--- config.mk ---
export PLATFORM = sky130hd
export DESIGN_NAME = demux4_stream
export DESIGN_NICKNAME = d
export VERILOG_FILES = /design/src/rtl/demux4_stream.sv
export SDC_FILE = /design/constraint.sdc
export NUM_CORES = 1
export LEC_CHECK = 0
export BUFFER_PORTS_ARGS = -buffer_cell sky130_fd_sc_hd__buf_2
export CAP_MARGIN = 10
export CORE_ASPECT_RATIO = 1.75
export CORE_MARGIN = 4
export CORE_UTILIZATION = 42
export CTS_CLUSTER_SIZE = 12
export DETAILED_ROUTE_END_ITERATION = 7
export PLACE_DENSITY = 0.76
export SETUP_SLACK_MARGIN = 0.3
export SKIP_LAST_GASP = 1
export SYNTH_ARGS = -nofsm -noshare
export SYNTH_HDL_FRONTEND = slang
export SYNTH_SLANG_ARGS = --single-unit
--- constraint.sdc ---
create_clock -name clk -period 3.86 [get_ports clk]
set_clock_uncertainty 0.15 [all_clocks]
set_input_delay 0.386 -clock clk [delete_from_list [all_inputs] [get_ports clk]]
set_output_delay 0.386 -clock clk [all_outputs]
set_load 0.01 [all_outputs]
--- src/rtl/demux4_stream.sv ---
// demux4_stream: one-to-four valid/ready steering with a one-entry holding register per lane.
// Define DEMUX4_CNT_EN to add saturating per-lane delivery counters with a synchronous clear.
module demux4_stream #(
  parameter int width = 16,
  parameter int CNT_W = 8
) (
  input  logic             clk,
  input  logic             reset,
  input  logic             in_valid,
  output logic             in_ready,
  input  logic [width-1:0] in_data,
  input  logic [1:0]       in_sel,
  output logic [3:0]       out_valid,
  input  logic [3:0]       out_ready,
  output logic [width-1:0] out_data0,
  output logic [width-1:0] out_data1,
  output logic [width-1:0] out_data2,
  output logic [width-1:0] out_data3
`ifdef DEMUX4_CNT_EN
  ,
  input  logic             cnt_clr,
  output logic [CNT_W-1:0] cnt0,
  output logic [CNT_W-1:0] cnt1,
  output logic [CNT_W-1:0] cnt2,
  output logic [CNT_W-1:0] cnt3
`endif
);
  logic [3:0]       valid_q;
  logic [width-1:0] data_q [4];
  logic [3:0]       load;
  logic [3:0]       pop;
  assign in_ready  = ~valid_q[in_sel] | out_ready[in_sel];
  assign load      = (in_valid & in_ready) ? 4'b0001 << in_sel : 4'b0000;
  assign pop       = valid_q & out_ready;
  assign out_valid = valid_q;
  assign out_data0 = data_q[0];
  assign out_data1 = data_q[1];
  assign out_data2 = data_q[2];
  assign out_data3 = data_q[3];
  // a load on a popping lane keeps it valid, sustaining one word per cycle
  always_ff @(posedge clk or posedge reset) begin
    if (reset) begin
      valid_q <= '0;
      for (int i = 0; i < 4; i++) data_q[i] <= '0;
    end else begin
      valid_q <= load | (valid_q & ~pop);
      for (int i = 0; i < 4; i++) if (load[i]) data_q[i] <= in_data;
    end
  end
`ifdef DEMUX4_CNT_EN
  logic [CNT_W-1:0] cnt_q [4];
  always_ff @(posedge clk or posedge reset) begin
    if (reset) begin
      for (int i = 0; i < 4; i++) cnt_q[i] <= '0;
    end else begin
      for (int i = 0; i < 4; i++)
        cnt_q[i] <= cnt_clr ? '0 : (pop[i] && !(&cnt_q[i])) ? cnt_q[i] + CNT_W'(1) : cnt_q[i];
    end
  end
  assign cnt0 = cnt_q[0];
  assign cnt1 = cnt_q[1];
  assign cnt2 = cnt_q[2];
  assign cnt3 = cnt_q[3];
`endif
endmodule

Word-level counts from Yosys, hierarchy flattened
Cells that the tools add are included.
{ "word_totals": {"regBits": 68, "output_inout_bits": 69, "word_cells": 19} }
{ "classes": {"n_lt_le_gt_ge": 1, "shift": 1, "n_mux": 5, "bitwise_logic": 7} }
{ "ops": {"columns": ["op", "count"], "rows": [
  ["$and 4x4->4", 2],
  ["$bmux 1 s2", 2],
  ["$mux 4", 1],
  ["$not 4->4", 1],
  ["$or 4x4->4", 1],
  ["$shl 1x2->4 const A", 1],
  ["$lt 2x3->1 const B", 1],
  ["$mux 1", 2],
  ["$and 1x1->1", 1],
  ["$not 1->1", 1],
  ["$or 1x1->1", 1]
]} }

Logic depth before layout (Yosys ltp)
{ "logic_depth": {"ltp_word": 7, "ltp_mapped": 6, "ltp_nobuf": 3} }

Worst setup path after synthesis
No wires, ideal clock.
{ "synth_timing": {"kind": "input -> output", "start": "in in_sel[0]", "end": "out in_ready", "t_arrival_ps": 1157, "setup_slack_ps": 2167, "stages": 2, "n_path_buf": 1, "path_cell_list": "buf_2 mux4_1"} }
{ "synth_via": {"elab_chain_cells": 4, "word_cells_on_any_way": 6, "cone_classes": "4 x mux; 2 x bitwise"} }
{ "synth_lines": {"columns": ["element", "line", "source"], "rows": [
  ["start, declared", "12", "input logic [1:0] in_sel,"],
  ["$bmux 1 s2", "32", "assign in_ready = ~valid_q[in_sel] | out_ready[in_sel];"],
  ["$mux 1 (not written as such)", "32", null],
  ["$not 1->1", "32", null],
  ["$or 1x1->1 (*)", "32", null],
  ["end, declared", "10", "output logic in_ready,"]
]} }
Mark *: on every way between the ends. The rest lies on a longest branch, timed or not. The select of a mux whose other input is x is not followed.

Worst setup path after layout
{ "layout_timing": {"start": "reg valid_q[2], in the netlist out_valid[2]", "end": "reg data_q, in the netlist out_data2[14]"} }
{ "layout_via": {"elab_chain_cells": 6} }
{ "layout_lines": {"columns": ["element", "line", "source"], "rows": [
  ["start, declared", "28", "logic [3:0] valid_q;"],
  ["start signal, assigned", "46", "valid_q <= load | (valid_q & ~pop);"],
  ["$bmux 1 s2", "32", null],
  ["$mux 1 (not written as such)", "32", null],
  ["$not 1->1", "32", null],
  ["$or 1x1->1", "32", null],
  ["$and 1x1->1", "33", "assign load = (in_valid & in_ready) ? 4'b0001 << in_sel : 4'b0000;"],
  ["$mux 4", "33", null],
  ["end, declared", "29", "logic [width-1:0] data_q [4];"]
]} }
Every way passes these cells. The select of a mux whose other input is x is not followed.
A chain may end at the register's enable or synchronous reset.

==> qor.csv <==
stage;metric;value;unit
critical_path;worst-case reg-to-reg path depth;3;
global_route;gr ovfl total;0;
drt;Vias/cell;4.79;
clocking;post_cts resized;0;
drt;Residual DRC;0;
critical_path;Worst setup SP type;flip-flop;
synth;Syn Inst Count;157;
timing;max frequency;484;MHz
drt;met3 WL;279;um
critical_path;critical path type;flip-flop to flip-flop;
die;Core Region;6230;sq um
synth;Synth cell types;19;
clocking;CTS buffer count;9;
critical_path;RR Endpoint;out_data2[14];
synth;Synth Warn #;0;
drt;Post-Route WL;5.51;mm
timing;Fin Hold WS;53.4;ps
timing;Final Hold Vio Count;0;
die;I/O pin cnt;94;
global_route;vias in the first global route;1705;
placed_design;Buffers on Ports;93;
drt;ANT nets after route;0;
timing;Final TNS setup;0;ps
worst_hold_path;Worst Hold Class;primary input to async pin;
drt;DR top layer;met4;
critical_path;CP Max Fanout;16;
critical_path;Critical Path End Type;flip-flop;
power_and_ir_drop;total power;1.94;mW
synth;Yosys reg bits;68;
drt;Wirelength per Cell;16.2;um
drt;met2 WL;2.90;mm
clocking;Setup Fix Bufs, Post-CTS;0;
synth;Post-synth ARST share;100;%
finish;nets;280;
global_route;initial antenna violation count;0;
timing;Setup violations, final;0;
finish;layout cells sized above 1;68.7;%
global_route;largest net degree at the start of global routing;40;
clocking;H-tree depth;3;
placed_design;placed insts;324;
timing;RSZ-0062 raised after global routing;no;
power_and_ir_drop;leak pwr;1.64;nW
drt;drt initial violations;87;
critical_path;Worst path slowest cell;nor3b_4;
timing;fin. max-slew vios;0;
critical_path;Arrival @ worst endpoint;2140;ps
finish;most frequent cells in the layout;buf_2, dfrtp_1, mux2_2;
clocking;CTS sink cnt;68;
critical_path;Worst Path Required;3940;ps
critical_path;crit path cell chain;nand2b_1, nor3b_4, mux2_2;
drt;DRT Pass-1 Iters;4;
timing;Final Critical Period;2070;ps
critical_path;CP peak stage delay;890;ps
finish;most common cell after layout, fill and taps aside;buf_2;
power_and_ir_drop;power density cells;573;nW/um^2
synth;Avg Inst Size Synth;17.1;sq um
outcome;status;finished, final reports clean;
die;Die X;68.4;um
finish;storage element area;1700;sq um
finish;Multi-input gate area;913;sq um
finish;Filler Cell Count;538;
clocking;clk root buf;clkbuf_8;
timing;Rel. slew slack;27.2;%
clocking;# hold bufs at CTS;0;
placed_design;GPL Wtd Cong;0.746;
finish;diode count;0;
finish;non-filler instance count after layout;339;
timing;Final period util;53.5;%
critical_path;RR Startpoint;out_valid[2];
power_and_ir_drop;Max VDD drop;0.266;mV
timing;Setup WS post-layout;1790;ps
placed_design;worst slack, placed;1620;ps
global_route;first-pass GRT wire length;8.83;mm
drt;routed metal-1 wire length;2.19;mm
timing;Worst-Margin Slew;1090;ps
synth;Post-synth top flop;dfrtp_1;
clocking;Clk Latency, worst-skew pair;340;ps
die;FP Rows;38;
die;DIE HEIGHT;114;um
die;Initial Util;43.1;%
drt;Vias;1625;
job;Max Cap Violations;0;
placed_design;post-DP HPWL;3.87;mm
clocking;Max clock buf depth;2;
finish;P&R area growth vs syn;26.0;%
clocking;clk slew on worst S/H paths;70;ps
synth;register area share after synthesis;63.4;%
critical_path;R2R Setup Slk;1790;ps
synth;Post-Synthesis Cell Area;2690;sq um
global_route;Total GRT Usage;15.6;%
die;die area;7790;sq um
synth;Syn Nets;182;
clocking;CTS tree;done;
synth;Post-synth EDFFs;0;
[cell type report]
class,instances,share of cell area [%]
Clock inverter,5,1.55
Inverter,1,0.111
Multi-Input combinational cell,81,27.0
Timing Repair Buffer,94,14.0
Clock buffer,10,4.07
Sequential cell,68,50.3
Tap cell,80,2.96
[cells in the mapped netlist (2+ instances only)]
master    number  area [sq um]
mux2_4        10           150
mux2_2        52           586
nand2_1        4          15.0
buf_2          3          15.0
buf_6          3          33.8
dfrtp_1       68          1700
nand2b_1       4          25.0
mux2_1         2          22.5
[layer usage]
layer,global-route usage (%),vias to the layer above
met2,24.4,57
li1,-,744
met3,3.55,12
met4,9.16,0
met5,0,-
met1,19.3,812
[flip-flops by register name, summed over array words and instances, names as in the netlist]
register and count:
out_data0 16, out_data2 16, out_data1 16, out_valid 4, out_data3 16
[through the flow]
step | util, % | area, sq um
2_1_floorplan | - | 2690
3_3_place_gp | 51.2 | 3190
3_5_place_dp | 51.2 | 3190
4_1_cts | 54.3 | 3380
5_1_grt | 54.3 | 3380
6_report | 54.3 | 3380
[worst max-delay path by stage]
stage                            start       endpoint  slack, ps  depth (start not counted)
after floorplan                  reset   out_data0[0]       1610                          1
after global placement       in_sel[1]  out_data2[14]       1650                          4
after detailed placement     in_sel[1]  out_data2[15]       1620                          4
after CTS                 out_valid[2]  out_data2[15]       1750                          3
after global routing      out_valid[2]   out_data2[2]       1680                          3
final                     out_valid[2]  out_data2[14]       1790                          3
[report_power, final]
group	total (mW)	switching (mW)	internal, mW
Sequential	0.926	0.0692	0.857
Combinational	0.441	0.207	0.234
Clock	0.569	0.261	0.309
Total	1.94	0.537	1.40
[logic make-up after synthesis]
logic type	after synthesis	synth area share, %
buffers and inverters	8	2.70
muxes	65	29.2
DFF	68	63.4
and+or+nand+nor	15	4.52
AOI/OAI and AO/OA	1	0.186
[critical path: cells and delay by family, from the launching register on]
kind | cells | cell delay, ps
simple gates | 2 | 990
mux | 1 | 420
flops | 1 | 380
No activity file was read; power rests on OpenSTA's default activity.
